File: config.mk
export PLATFORM = sky130hd
export DESIGN_NAME = ddfs_phase_accumulator_flat
export DESIGN_NICKNAME = d
export VERILOG_FILES = /design/src/rtl/ddfs_pkg.sv /design/src/rtl/ddfs_phase_accumulator_if.sv /design/src/rtl/ddfs_phase_accumulator_lfsr.sv /design/src/rtl/ddfs_phase_accumulator.sv /design/src/flat_wrapper.sv
export SDC_FILE = /design/constraint.sdc
export NUM_CORES = 1
export LEC_CHECK = 0
export BUFFER_PORTS_ARGS = -buffer_cell sky130_fd_sc_hd__buf_2
export CORE_ASPECT_RATIO = 0.75
export CORE_UTILIZATION = 65
export CTS_CLUSTER_DIAMETER = 150
export CTS_CLUSTER_SIZE = 16
export DETAILED_ROUTE_END_ITERATION = 8
export PLACE_DENSITY = 0.93
export SETUP_SLACK_MARGIN = 0.02
export SLEW_MARGIN = 25
export SYNTH_ARGS = -nofsm -noshare
export SYNTH_HDL_FRONTEND = slang
export SYNTH_SLANG_ARGS = --single-unit
File: constraint.sdc
create_clock -name clk -period 6 [get_ports clk]
set_input_delay 0.9 -clock clk [delete_from_list [all_inputs] [get_ports clk]]
set_output_delay 0.9 -clock clk [all_outputs]
set_load 0.05 [all_outputs]
File: src/rtl/ddfs_pkg.sv
// ----------------------------------------------------------------------------
// ddfs_pkg
// Shared types and constants for the DDFS phase accumulator slice.
//
// Contents
//   cfg_state_t   configuration FSM state (IDLE / ARMED)
//   angle_90()    +90 degree angle code for a given angle width
//   angle_180()   -180 degree angle code for a given angle width
//   LFSR_MASK     Galois feedback mask of the 16-bit dither LFSR
//   LFSR_SEED     reset / clear seed of the dither LFSR
// ----------------------------------------------------------------------------
package ddfs_pkg;

   // IDLE : cfg_ready_o=1, a new config may be accepted.
   // ARMED: a synchronous config waits in the shadow registers for the
   //        next accumulator wrap.
   typedef enum logic [0:0] {
      IDLE  = 1'b0,
      ARMED = 1'b1
   } cfg_state_t;

   localparam logic [15:0] LFSR_MASK = 16'hB400;
   localparam logic [15:0] LFSR_SEED = 16'hACE1;

   // A full turn is 2^w, so a quarter turn sets bit w-2 and a half turn
   // sets bit w-1 (the sign bit, i.e. -180 degrees).
   function automatic logic [31:0] angle_90(input int unsigned w);
      return 32'd1 << (w - 2);
   endfunction

   function automatic logic [31:0] angle_180(input int unsigned w);
      return 32'd1 << (w - 1);
   endfunction

endpackage

File: src/rtl/ddfs_phase_accumulator_if.sv
// ----------------------------------------------------------------------------
// ddfs_phase_accumulator_if
// Bundles the control, configuration and angle-output signals of the DDFS
// phase accumulator.
//
// Handshake: a configuration transfer happens on a rising clk edge where
// cfg_valid_i and cfg_ready_o are both 1. The requester holds cfg_valid_i,
// cfg_sync_i, fcw_i and pofs_i stable until that edge; cfg_ready_o does not
// depend combinationally on cfg_valid_i.
//
// Signals
//   enable_i        advance accumulator and emit one sample this cycle
//   clear_i         synchronous accumulator clear
//   cfg_valid_i     config request
//   cfg_ready_o     config accept
//   cfg_sync_i      0 = apply immediately, 1 = apply at next accumulator wrap
//   fcw_i           frequency control word (ACC_WIDTH, unsigned)
//   pofs_i          phase offset (WIDTH, mod 2^WIDTH)
//   angle_o         signed angle to the CORDIC
//   angle_valid_o   angle_o holds a new sample
//   wrap_o          angle_o is the first sample after an accumulator wrap
//   cordic_valid_o  angle_valid_o delayed by the CORDIC latency
//   cfg_state_o     debug view of the configuration FSM state
//
// Modports: master drives the requests, slave is the accumulator itself.
// ----------------------------------------------------------------------------
interface ddfs_phase_accumulator_if #(
   parameter int unsigned ACC_WIDTH = 32,
   parameter int unsigned WIDTH     = 16
);
   import ddfs_pkg::*;

   logic                 enable_i;
   logic                 clear_i;
   logic                 cfg_valid_i;
   logic                 cfg_ready_o;
   logic                 cfg_sync_i;
   logic [ACC_WIDTH-1:0] fcw_i;
   logic [WIDTH-1:0]     pofs_i;
   logic [WIDTH-1:0]     angle_o;
   logic                 angle_valid_o;
   logic                 wrap_o;
   logic                 cordic_valid_o;
   cfg_state_t           cfg_state_o;

   modport master (
      output enable_i, clear_i, cfg_valid_i, cfg_sync_i, fcw_i, pofs_i,
      input  cfg_ready_o, angle_o, angle_valid_o, wrap_o, cordic_valid_o,
             cfg_state_o
   );

   modport slave (
      input  enable_i, clear_i, cfg_valid_i, cfg_sync_i, fcw_i, pofs_i,
      output cfg_ready_o, angle_o, angle_valid_o, wrap_o, cordic_valid_o,
             cfg_state_o
   );

endinterface

File: src/rtl/ddfs_phase_accumulator_lfsr.sv
// ----------------------------------------------------------------------------
// ddfs_lfsr
// 16-bit right-shifting Galois LFSR used to dither the phase truncation.
// Only instantiated when DDFS_PHASE_DITHER_EN is defined.
//
// Ports
//   clk       clock, rising edge
//   rst_n     asynchronous active-low reset (loads LFSR_SEED)
//   step_i    advance one step this edge
//   reseed_i  load LFSR_SEED this edge (priority over step_i)
//   state_o   current LFSR state
// ----------------------------------------------------------------------------
module ddfs_lfsr
   import ddfs_pkg::*;
(
   input  logic        clk,
   input  logic        rst_n,
   input  logic        step_i,
   input  logic        reseed_i,
   output logic [15:0] state_o
);

   logic [15:0] state_q;

   always_ff @(posedge clk or negedge rst_n) begin
      if (!rst_n) begin
         state_q <= LFSR_SEED;
      end else if (reseed_i) begin
         state_q <= LFSR_SEED;
      end else if (step_i) begin
         // The bit shifted out feeds back into the tap positions of the mask.
         state_q <= {1'b0, state_q[15:1]} ^ (state_q[0] ? LFSR_MASK : 16'h0000);
      end
   end

   assign state_o = state_q;

endmodule

File: src/rtl/ddfs_phase_accumulator.sv
// ----------------------------------------------------------------------------
// ddfs_phase_accumulator
// Phase generator feeding the CORDIC sine/cosine engine. Integrates a
// frequency control word into an ACC_WIDTH-bit accumulator, adds a phase
// offset and truncates to a WIDTH-bit signed angle (full scale = one turn).
// A sample-valid is delayed by CORDIC_LAT cycles to qualify the CORDIC result.
//
// Optional feature: define DDFS_PHASE_DITHER_EN to add LFSR dither below the
// truncation point (output path only). Without it, truncation is plain.
//
// Parameters
//   ACC_WIDTH    accumulator / FCW width (>= WIDTH)
//   WIDTH        angle width
//   CORDIC_LAT   CORDIC latency in cycles (>= 2)
//   DITHER_BITS  dither bits injected when dithering (<= ACC_WIDTH-WIDTH)
//
// Ports
//   clk     clock, rising edge
//   rst_n   asynchronous active-low reset
//   bus     ddfs_phase_accumulator_if.slave (control, config, angle outputs)
// ----------------------------------------------------------------------------
module ddfs_phase_accumulator
   import ddfs_pkg::*;
#(
   parameter int unsigned ACC_WIDTH   = 32,
   parameter int unsigned WIDTH       = 16,
   parameter int unsigned CORDIC_LAT  = 17,
   parameter int unsigned DITHER_BITS = 4
)
(
   input  logic                     clk,
   input  logic                     rst_n,
   ddfs_phase_accumulator_if.slave  bus
);

   // Parameter sanity checks at elaboration time.
   if (ACC_WIDTH < WIDTH) begin : g_chk_acc_width
      $error("ddfs_phase_accumulator: ACC_WIDTH must be >= WIDTH");
   end
   if (DITHER_BITS > ACC_WIDTH - WIDTH) begin : g_chk_dither_bits
      $error("ddfs_phase_accumulator: DITHER_BITS must be <= ACC_WIDTH-WIDTH");
   end
   if (CORDIC_LAT < 2) begin : g_chk_latency
      $error("ddfs_phase_accumulator: CORDIC_LAT must be >= 2");
   end

   // Accumulator and output registers
   logic [ACC_WIDTH-1:0]  acc_q;
   logic                  carry_q;
   logic [WIDTH-1:0]      angle_q;
   logic                  valid_q;
   logic                  wrap_q;

   // Configuration: active values, shadow values and FSM
   logic [ACC_WIDTH-1:0]  fcw_act_q;
   logic [WIDTH-1:0]      pofs_act_q;
   logic [ACC_WIDTH-1:0]  fcw_shd_q;
   logic [WIDTH-1:0]      pofs_shd_q;
   cfg_state_t            state_q;
   logic                  ready_q;

   // CORDIC valid delay line
   logic [CORDIC_LAT-1:0] dline_q;

   // Combinational helpers
   logic [ACC_WIDTH:0]    acc_sum;
   logic                  cfg_accept;
   logic                  wrap_now;
   logic [WIDTH-1:0]      trunc_w;

   // One bit wider than the accumulator so the carry-out marks the wrap.
   assign acc_sum    = {1'b0, acc_q} + {1'b0, fcw_act_q};
   assign cfg_accept = bus.cfg_valid_i & ready_q;
   assign wrap_now   = bus.enable_i & acc_sum[ACC_WIDTH];

`ifdef DDFS_PHASE_DITHER_EN
   logic [15:0]                  lfsr_w;
   logic [WIDTH+DITHER_BITS-1:0] dith_sum;

   // The LFSR advances with every sample and restarts from its seed on a
   // clear, so a cleared generator reproduces the same dithered sequence.
   ddfs_lfsr u_lfsr (
      .clk      (clk),
      .rst_n    (rst_n),
      .step_i   (bus.enable_i & ~bus.clear_i),
      .reseed_i (bus.clear_i),
      .state_o  (lfsr_w)
   );

   // Dither lands just below the truncation point; a carry out of the dither
   // add rounds the angle up by one LSB. acc_q itself is never disturbed.
   assign dith_sum = acc_q[ACC_WIDTH-1 -: WIDTH+DITHER_BITS]
                   + {{WIDTH{1'b0}}, lfsr_w[DITHER_BITS-1:0]};
   assign trunc_w  = dith_sum[WIDTH+DITHER_BITS-1 -: WIDTH];
`else
   assign trunc_w  = acc_q[ACC_WIDTH-1 -: WIDTH];
`endif

   // ------------------------------------------------------------------------
   // Accumulator and sample output.
   // The angle is formed from the accumulator value *before* this edge's
   // increment, so the first sample after a clear equals the phase offset.
   // wrap_o reports the carry produced by the previous increment, which makes
   // it coincide with the first angle sample taken after the wrap.
   // ------------------------------------------------------------------------
   always_ff @(posedge clk or negedge rst_n) begin
      if (!rst_n) begin
         acc_q   <= '0;
         carry_q <= 1'b0;
         angle_q <= '0;
         valid_q <= 1'b0;
         wrap_q  <= 1'b0;
      end else if (bus.clear_i) begin
         // Clear wins over enable; angle_o keeps its last value.
         acc_q   <= '0;
         carry_q <= 1'b0;
         valid_q <= 1'b0;
         wrap_q  <= 1'b0;
      end else if (bus.enable_i) begin
         acc_q   <= acc_sum[ACC_WIDTH-1:0];
         carry_q <= acc_sum[ACC_WIDTH];
         angle_q <= trunc_w + pofs_act_q;
         valid_q <= 1'b1;
         wrap_q  <= carry_q;
      end else begin
         valid_q <= 1'b0;
         wrap_q  <= 1'b0;
      end
   end

   // ------------------------------------------------------------------------
   // Configuration FSM with registered cfg_ready_o.
   // Active values loaded on an edge take effect from the next increment,
   // because this edge's sum and angle already used the old values.
   // A clear forces any pending or simultaneous config to apply at once so
   // the restarted waveform begins with the new settings.
   // ------------------------------------------------------------------------
   always_ff @(posedge clk or negedge rst_n) begin
      if (!rst_n) begin
         state_q    <= IDLE;
         ready_q    <= 1'b1;
         fcw_act_q  <= '0;
         pofs_act_q <= '0;
         fcw_shd_q  <= '0;
         pofs_shd_q <= '0;
      end else begin
         case (state_q)
            IDLE: begin
               if (cfg_accept) begin
                  if (bus.cfg_sync_i && !bus.clear_i) begin
                     fcw_shd_q  <= bus.fcw_i;
                     pofs_shd_q <= bus.pofs_i;
                     state_q    <= ARMED;
                     ready_q    <= 1'b0;
                  end else begin
                     fcw_act_q  <= bus.fcw_i;
                     pofs_act_q <= bus.pofs_i;
                  end
               end
            end
            ARMED: begin
               if (bus.clear_i || wrap_now) begin
                  fcw_act_q  <= fcw_shd_q;
                  pofs_act_q <= pofs_shd_q;
                  state_q    <= IDLE;
                  ready_q    <= 1'b1;
               end
            end
            default: begin
               state_q <= IDLE;
               ready_q <= 1'b1;
            end
         endcase
      end
   end

   // ------------------------------------------------------------------------
   // Valid delay line matching the CORDIC pipeline. Only rst_n clears it:
   // a clear must not drop samples already inside the CORDIC.
   // ------------------------------------------------------------------------
   always_ff @(posedge clk or negedge rst_n) begin
      if (!rst_n) begin
         dline_q <= '0;
      end else begin
         dline_q <= {dline_q[CORDIC_LAT-2:0], valid_q};
      end
   end

   assign bus.angle_o        = angle_q;
   assign bus.angle_valid_o  = valid_q;
   assign bus.wrap_o         = wrap_q;
   assign bus.cfg_ready_o    = ready_q;
   assign bus.cordic_valid_o = dline_q[CORDIC_LAT-1];
   assign bus.cfg_state_o    = state_q;

endmodule
File: src/flat_wrapper.sv
// flat-port wrapper written by rule: the top's interface ports become plain ports
module ddfs_phase_accumulator_flat import ddfs_pkg::*;
#(
   parameter int unsigned ACC_WIDTH   = 32,
   parameter int unsigned WIDTH       = 16,
   parameter int unsigned CORDIC_LAT  = 17,
   parameter int unsigned DITHER_BITS = 4
)
  (clk, rst_n, bus_enable_i, bus_clear_i, bus_cfg_valid_i, bus_cfg_sync_i, bus_fcw_i, bus_pofs_i, bus_cfg_ready_o, bus_angle_o, bus_angle_valid_o, bus_wrap_o, bus_cordic_valid_o, bus_cfg_state_o);
  ddfs_phase_accumulator_if #(.ACC_WIDTH(ACC_WIDTH), .WIDTH(WIDTH)) bus_i ();
  input  logic clk;
  input  logic rst_n;
  input wire logic [$bits(bus_i.enable_i)-1:0] bus_enable_i;
  input wire logic [$bits(bus_i.clear_i)-1:0] bus_clear_i;
  input wire logic [$bits(bus_i.cfg_valid_i)-1:0] bus_cfg_valid_i;
  input wire logic [$bits(bus_i.cfg_sync_i)-1:0] bus_cfg_sync_i;
  input wire logic [$bits(bus_i.fcw_i)-1:0] bus_fcw_i;
  input wire logic [$bits(bus_i.pofs_i)-1:0] bus_pofs_i;
  output wire logic [$bits(bus_i.cfg_ready_o)-1:0] bus_cfg_ready_o;
  output wire logic [$bits(bus_i.angle_o)-1:0] bus_angle_o;
  output wire logic [$bits(bus_i.angle_valid_o)-1:0] bus_angle_valid_o;
  output wire logic [$bits(bus_i.wrap_o)-1:0] bus_wrap_o;
  output wire logic [$bits(bus_i.cordic_valid_o)-1:0] bus_cordic_valid_o;
  output wire logic [$bits(bus_i.cfg_state_o)-1:0] bus_cfg_state_o;
  assign bus_i.enable_i = bus_enable_i;
  assign bus_i.clear_i = bus_clear_i;
  assign bus_i.cfg_valid_i = bus_cfg_valid_i;
  assign bus_i.cfg_sync_i = bus_cfg_sync_i;
  assign bus_i.fcw_i = bus_fcw_i;
  assign bus_i.pofs_i = bus_pofs_i;
  assign bus_cfg_ready_o = bus_i.cfg_ready_o;
  assign bus_angle_o = bus_i.angle_o;
  assign bus_angle_valid_o = bus_i.angle_valid_o;
  assign bus_wrap_o = bus_i.wrap_o;
  assign bus_cordic_valid_o = bus_i.cordic_valid_o;
  assign bus_cfg_state_o = bus_i.cfg_state_o;
  ddfs_phase_accumulator #(.ACC_WIDTH(ACC_WIDTH), .WIDTH(WIDTH), .CORDIC_LAT(CORDIC_LAT), .DITHER_BITS(DITHER_BITS)) u_core (.clk(clk), .rst_n(rst_n), .bus(bus_i));
endmodule
# Yosys cells after proc, flatten, opt, wreduce, memory -nomap -nowiden
# Index checks and enable logic that the tools add are counted.
# classes
bitwise	4
div	0
n_addsub	2
mul	0
n_lt_le_gt_ge	0
eq_ne	4
n_shift	0
reduce_logical	8
muxes	24
# ops
op	count
32-bit two-way mux	5
32-bit case mux with 2 select lines	1
16-bit two-way mux	3
32-bit by 32-bit adder with 33-bit output	1
16-bit case mux with 2 select lines	1
16-bit adder	1
1-bit two-way mux	12
3-bit AND reduction	3
2-bit by 1-bit inequality test with 1-bit output, second input constant	2
2-bit inequality test, second input constant	2
1-bit case mux with 2 select lines	2
1-bit bitwise AND	2
1-bit inverter	2
2-bit AND reduction	1
2-bit nonzero test	1
1-bit logical AND	1
1-bit logical NOT	1
1-bit logical OR	1
# totals
register_bits	166
latchBits	0
inputBits	54
rom_bits	0
n_memories	0
ramBits	0
wordCells	54
output_inout_bits	21

# Longest topological paths before layout
# Gate-level depths: netlist (run 1).
# depth
word_depth	5
mapped_depth	12
ltp_nobuf	11

# Worst setup path before layout (run 1)
# Ideal clock, no wire load.
# synth_timing
path_type	reg2reg
startpoint	reg u_core.fcw_act_q[0]
endpoint	reg u_core.pofs_act_q[10]
path_slack_ns	3.199
setup_time_ns	0.125
path_stages_with_launch	13
arrival_ns	2.676
period_less_slack_ns	2.801
n_path_buf	2
t_required_ns	5.875
cell_sequence	dfrtp_1 ha_1 fa_1 a211oi_1 o21ai_1 nand4_1 a31oi_2 o21ai_2 a21oi_4 a21oi_4 buf_6 buf_8 mux2_4
# synth_via
elab_chain_cells	5
# synth_rtl
item	line	rtl
from (decl)	ddfs_phase_accumulator.sv:55	logic [ACC_WIDTH-1:0] fcw_act_q;
from (signal assigned)	ddfs_phase_accumulator.sv:156	fcw_act_q <= bus.fcw_i;
from (signal assigned)	ddfs_phase_accumulator.sv:163	fcw_act_q <= fcw_shd_q;
32-bit by 32-bit adder with 33-bit output	ddfs_phase_accumulator.sv:72	assign acc_sum = {1'b0, acc_q} + {1'b0, fcw_act_q};
1-bit bitwise AND	ddfs_phase_accumulator.sv:74	assign wrap_now = bus.enable_i & acc_sum[ACC_WIDTH];
1-bit logical OR	ddfs_phase_accumulator.sv:162	if (bus.clear_i || wrap_now) begin
2-bit inequality test (no line)	-	
3-bit AND reduction (no line)	-	
to (signal assigned)	ddfs_phase_accumulator.sv:157	pofs_act_q <= bus.pofs_i;
to (signal assigned)	ddfs_phase_accumulator.sv:164	pofs_act_q <= pofs_shd_q;
to (decl)	ddfs_phase_accumulator.sv:56	logic [WIDTH-1:0] pofs_act_q;
# No other way between the ends.
# A chain may end at the register's enable or synchronous reset.

# Worst setup path after layout (run 1)
# layout_timing
startpoint	reg u_core.fcw_act_q[0]
endpoint	reg u_core.fcw_act_q[21]
# layout_via
elab_chain_cells	5
# layout_rtl
item	line
32-bit by 32-bit adder with 33-bit output	ddfs_phase_accumulator.sv:72
1-bit bitwise AND	ddfs_phase_accumulator.sv:74
1-bit logical OR	ddfs_phase_accumulator.sv:162
2-bit inequality test (no line)	-
3-bit AND reduction (no line)	-
# No other way between the ends.

==> results of run 1 <==
==> sequential cells by signal (all words and copies together) (netlist names), 16 cells and up <==
signal and flops:
u_core.fcw_act_q 32, u_core.pofs_shd_q 16, u_core.pofs_act_q 16, u_core.dline_q 17
u_core.fcw_shd_q 32, u_core.acc_q 32, u_core.bus.angle_o 16
==> logic make-up after synthesis <==
logic type               count (synthesis)  synth area share (%)
flip-flops                             166                  45.8
AND/OR/NAND/NOR                        182                  9.60
AO/OA/AOI/OAI                          168                  11.9
buffers and inverters                   51                  2.58
multiplexers                           162                  20.6
XOR/XNOR                                27                  2.60
adder cells (fa/ha/maj)                 49                  6.92
==> synth_stat cells (5+ instances only) <==
library cell / count
mux2_2: 121
xnor2_1: 19
mux2i_1: 18
dfrtp_1: 165
a221o_1: 5
nor3b_1: 5
xor2_1: 8
clkbuf_1: 26
o211ai_1: 6
or3_1: 7
inv_1: 18
o21ai_0: 40
nand2_1: 52
nand2b_1: 6
a211oi_1: 8
o21bai_1: 10
ha_1: 47
nor2_1: 53
mux2_4: 19
nor4_1: 5
a31oi_1: 7
nor3_1: 19
a21oi_1: 46
a21o_1: 13
nand3_1: 12
==> worst min-delay path by stage <==
stage / start / to / slack, ns / depth (start not counted)
finish: rst_n / u_core.pofs_shd_q[6] / 0.32 / 1
global route: rst_n / u_core.pofs_shd_q[6] / 0.32 / 1
CTS: rst_n / u_core.pofs_shd_q[6] / 0.32 / 1
detailed placement: u_core.dline_q[12] / u_core.dline_q[13] / 0.33 / 0
global placement: u_core.dline_q[10] / u_core.dline_q[11] / 0.33 / 0
floorplan: u_core.dline_q[9] / u_core.dline_q[10] / 0.33 / 0
==> final cells by class <==
type,instances,area [sq um]
Fill cell,896,3470
Timing Repair Buffer,82,460
Clock inverter,11,124
Tap cell,175,219
Inverter,19,71.3
Clock buffer,20,457
Multi-Input combinational cell,588,4700
Sequential cell,166,4160
==> metal layers <==
| metal | vias to the layer above | GRT usage, % | share of wire, % |
|---|---|---|---|
| met5 | - | 0 | 0 |
| met4 | 0 | 11.2 | 2.2 |
| met3 | 43 | 5.39 | 5.4 |
| met2 | 257 | 49.6 | 48 |
| met1 | 3299 | 39.3 | 45 |
| li1 | 3089 | - | - |
==> worst register-to-register path: stages (launching register included) <==
cell and delay [ns]:
dfrtp_1 0.39, ha_1 0.25, fa_1 0.44, a211oi_1 0.31, o21ai_1 0.19, nand4_1 0.17, a31oi_2 0.14, o21ai_2 0.20
a21oi_4 0.10, a21oi_4 0.49, buf_4 0.44, mux2_2 0.40
==> through the flow <==
stage | hold slack, ns | area [sq um] | utilization, % | cells | setup slack (ns)
after detailed placement | 0.335 | 9570 | 70.1 | 1029 | 1.93
after global placement | 0.332 | 9570 | 70.1 | 1029 | 2.09
after global routing | 0.323 | 10200 | 74.6 | 1061 | 2.20
after CTS | 0.318 | 10200 | 74.4 | 1060 | 1.92
final | 0.318 | 10200 | 74.6 | 1061 | 2.35
after floorplan | 0.331 | 9080 | - | 805 | 3.20
==> where the power goes <==
part	switching (mW)	leakage, nW	internal, mW
clock	0.459	0.279	0.633
combinational	1.60	2.38	1.28
sequential	0.360	2.05	1.60
total	2.41	4.71	3.52
==> results_dict.tcl, run 1 <==
set metrics [dict create \
    outcome "complete, but fails checks" \
    violations "design-rule violations" \
    antenna_found_initial 0 \
    final_cell_mix "dfrtp_1, mux2_2, buf_2" \
    fp-row-count 37 \
    critPathCaptureType "flop" \
    clock_sinks 166 \
    htree_levels 4 \
    ios 75 \
    maxSlewViolCount 0 \
    synth_fp_nets 908 \
    crit_path_end "u_core.fcw_act_q[21]" \
    avgSynthCellArea_sq_um 11.3 \
    hold_class "input pin to async pin" \
    critPathArrivalTime_ns 3.97 \
    gp_congestion 0.935 \
    fp.dieW_um 138 \
    critPathBufInv 1 \
    crit_chain "ha_1, fa_1, a211oi_1, o21ai_1, nand4_1, a31oi_2, o21ai_2, a21oi_4, a21oi_4, buf_4, mux2_2" \
    cts-resized-gates 0 \
    yosys-top-cells-area "dfrtp_1, mux2_2, ha_1" \
    setup-violations-final 0 \
    max-slew-margin-rel_pct 32.6 \
    portBuffers 74 \
    max_stage_delay_ns 0.49 \
    start_util_pct 66.5 \
    required_ns 6.32 \
    synth_ff_type "dfrtp_1" \
    crit_slowest_cell "a21oi_4" \
    powerDensity_nw_per_um2 582 \
    clockBufferDepth 2 \
    vias 6688 \
    worstPathMaxFanout 21 \
    cp_common_cell "a21oi_4" \
    final_common_cell "dfrtp_1" \
    drive_gt1_share_pct 29.8 \
    cts_tree "done" \
    dieArea_sq_um 14500 \
    grtUsageTotal_pct 29.8 \
    tightestPinTransition_ns 1.01 \
    root_buffer "clkbuf_16" \
    drt-pass1-iter-count 7 \
    rr_worst_depth 11 \
    numCtsBuffers 17 \
    power_mw 5.93 \
    ir_worst_vdd_v 0.000361 \
    timing.rr.start "u_core.fcw_act_q[0]" \
    max_freq_mhz 274 \
    grt_pass1_wl_um 33500 \
    postRouteAntennaNets 0 \
    antennaDiodeCount 0 \
    yosysTopAreaCell "dfrtp_1" \
    hpwl_um 14000 \
    gr-total-overflow 0 \
    clk_latency_ns 0.44 \
    cap_violations 0 \
    area_delta_synth_final_pct 12.2 \
    drc_errors 12 \
    grt_pass1_vias 6675 \
    ys_async_sr_fraction_pct 100 \
    rrSetupSlack_ns 2.35 \
    grt_max_degree 81 \
    vias_per_cell 6.30 \
    clk_pin_slew_ns 0.06 \
    ys_types 66 \
    rsz0062_at_grt "false" \
    ys_warn_count 0 \
    worst-setup-path-type "flop to flop" \
    final_nets 977 \
    rr_endpoint "u_core.fcw_act_q[21]" \
    ys_seq_area_share_pct 45.8 \
    cts_setup_buffers 0 \
    syn_area_sq_um 9080 \
    finalHoldViolCount 0 \
    wl_um 20600 \
    p_leak_nw 4.71 \
    die_h_um 104 \
    cp-startpoint "u_core.fcw_act_q[0]" \
    cts_hold_buf 0 \
    worst_setup_path_start_kind "flop" \
    synth-edff-count 0 \
    synth_cells 805 \
    drtIter0Drc 635 \
    synth_top_cell_area_share_pct 45.5 \
    finClkSkew_ns 0.0124 \
    drt-wirelength-per-cell_um 19.4 \
    synth_seq_cells 166 \
    fin_setup_tns_ns 0 \
    period_needed_ns 3.65 \
    cp.depth 11 \
    period_share_pct 60.8 \
    critPathTopFamily "compound AO/OA/AOI/OAI gates" \
    core_sq_um 13700 \
]
No activity file was read; power rests on OpenSTA's default activity.
==> run 2, diff against run 1 <==
- CORE_UTILIZATION: 65 -> 55
- PLACE_DENSITY: 0.93 -> 0.84
- clock period: 6 -> 3.3 ns (I/O delays scaled with it)
==> run 2 against run 1 <==
  * Sequential power rose by 80%
  * Clock-buffer cell count fell by 1
  * Maximum frequency rose by 18%
  * Register-to-register slack got worse by 2.1 ns
  * The run now ends clean
  * Cell count rose by 3.7%
  * Clock power rose by 73%
  * Total power rose by 78%
==> results_dict.tcl, run 2 (synthesis results as in run 1) <==
set metrics [dict create \
    fin_setup_tns_ns 0 \
    required_ns 3.61 \
    grtUsageTotal_pct 24.9 \
    die_h_um 113 \
    switching_share_pct 40.5 \
    cp_common_cell "a21oi_4" \
    gr-total-overflow 0 \
    crit_chain "ha_1, a2111oi_0, o21ai_1, nand4_1, a31oi_2, o21ai_2, a21oi_4, a21oi_4, buf_12, mux2_2" \
    power_mw 10.6 \
    cap_violations 0 \
    setup-violations-final 0 \
    ir_worst_vdd_v 0.000499 \
    utilization_pct 63.8 \
    cts-resized-gates 0 \
    multiInputGateArea_sq_um 4700 \
    root_buffer "clkbuf_16" \
    hold_class "input pin to async pin" \
    max-slew-margin-rel_pct 44.2 \
    grt_pass1_vias 6479 \
    maxSlewViolCount 0 \
    drive_gt1_share_pct 30.1 \
    worst-setup-path-type "flop to flop" \
    drt-pass1-iter-count 4 \
    critPathCaptureType "flop" \
    critPathArrivalTime_ns 3.40 \
    clk_pin_slew_ns 0.07 \
    drt-wirelength-per-cell_um 17.9 \
    pwr-share-seq_pct 33.3 \
    grt_pass1_wl_um 32600 \
    nFillCells 1239 \
    worst_slack_ns 0.216 \
    drc_errors 0 \
    ios 75 \
    period_needed_ns 3.08 \
    clockBufferDepth 2 \
    portBuffers 74 \
    finalHoldViolCount 0 \
    powerDensity_nw_per_um2 1030 \
    fp-row-count 40 \
    clk_latency_ns 0.43 \
    max_freq_mhz 324 \
    final_cell_mix "dfrtp_1, mux2_2, buf_2" \
    combPwrFrac_pct 48.8 \
    numCtsBuffers 17 \
    largest_registers "u_core.acc_q x32, u_core.fcw_act_q x32, u_core.fcw_shd_q x32" \
    seqCellArea_sq_um 4160 \
    postRouteAntennaNets 0 \
    hpwl_um 13700 \
    power_switching_mw 4.28 \
    vias 6499 \
    core_sq_um 16100 \
    internal_power_mw 6.30 \
    tightestPinTransition_ns 0.837 \
    finClkSkew_ns 0.00796 \
    gp_congestion 0.927 \
    cts_setup_buffers 0 \
    pre_cts_ws_ns 0.252 \
    max_stage_delay_ns 0.54 \
    outcome "finished, final reports clean" \
    antennaDiodeCount 0 \
    dieArea_sq_um 17000 \
    clock_sinks 166 \
    area_delta_synth_final_pct 12.9 \
    antenna_found_initial 0 \
    rr_worst_depth 10 \
    final_common_cell "dfrtp_1" \
    worst_setup_path_start_kind "flop" \
    worstPathMaxFanout 28 \
    timing.rr.start "u_core.fcw_act_q[7]" \
    htree_levels 4 \
    cts_hold_buf 0 \
    vias_per_cell 5.91 \
    period_share_pct 93.5 \
    grt_max_degree 94 \
    crit_slowest_cell "a2111oi_0" \
    start_util_pct 56.5 \
    fp.dieW_um 150 \
    rr_endpoint "u_core.fcw_act_q[17]" \
    p_leak_nw 4.72 \
    rrSetupSlack_ns 0.22 \
    rsz0062_at_grt "false" \
    final_nets 980 \
    cts_tree "done" \
    wl_um 19700 \
    clkPwrFrac_pct 17.9 \
    drtIter0Drc 378 \
]
## run 2: routing by layer
| metal | vias up | track usage (%) | wire length, um | part of all wire [%] |
|---|---|---|---|---|
| met3 | 17 | 5.28 | 1020 | 5.2 |
| met2 | 178 | 39.5 | 9110 | 46 |
| met5 | - | 0 | 0 | 0 |
| met4 | 0 | 6.73 | 234 | 1.2 |
| li1 | 3090 | - | - | - |
| met1 | 3214 | 34.6 | 9320 | 47 |
## run 2: stage by stage
step / cells / instance area (sq um) / hold WS [ns]
floorplan: 805 / 9080 / 0.199
global placement: 1068 / 9700 / 0.332
detailed placement: 1068 / 9700 / 0.335
CTS: 1100 / 10300 / 0.173
global route: 1100 / 10300 / 0.205
finish: 1100 / 10300 / 0.136
## run 2: final cells by class
type / instances / area share [%]
clock buffers: 19 / 4.22
clock inverters: 13 / 1.21
inverters: 19 / 0.695
multi-input cells: 588 / 45.8
flip-flops and latches: 166 / 40.5
well taps: 210 / 2.56
repair buffers: 85 / 4.96
## run 2: worst max-delay path, delay by kind of cell, from the launching register on
kind,cells,cell delay [ns]
multiplexers,1,0.36
AND/OR/NAND/NOR,1,0.16
buffers and inverters,1,0.24
adder cells (fa/ha/maj),1,0.39
flip-flops,1,0.38
AO/OA/AOI/OAI,6,1.43
## run 2: power groups by stage
stage	clock network [mW]	registers, mW	logic [mW]
after floorplan	0	3.66	3.79
after global placement	0	3.49	4.96
after detailed placement	0	3.53	5.09
after CTS	1.92	3.52	5.15
after global routing	2.01	3.62	5.72
final	1.89	3.53	5.16
## run 2: worst max path at each step
stage	end	slack, ns	cells past startpoint	from
2_1_floorplan	u_core.pofs_act_q[10]	0.50	12	u_core.fcw_act_q[0]
3_3_place_gp	u_core.fcw_act_q[24]	0.34	11	u_core.fcw_act_q[0]
3_5_place_dp	u_core.fcw_act_q[13]	0.25	11	u_core.fcw_act_q[0]
4_1_cts	u_core.fcw_act_q[16]	0.23	11	u_core.fcw_act_q[0]
5_1_grt	u_core.fcw_act_q[16]	0.03	10	u_core.fcw_act_q[7]
6_report	u_core.fcw_act_q[17]	0.22	10	u_core.fcw_act_q[7]
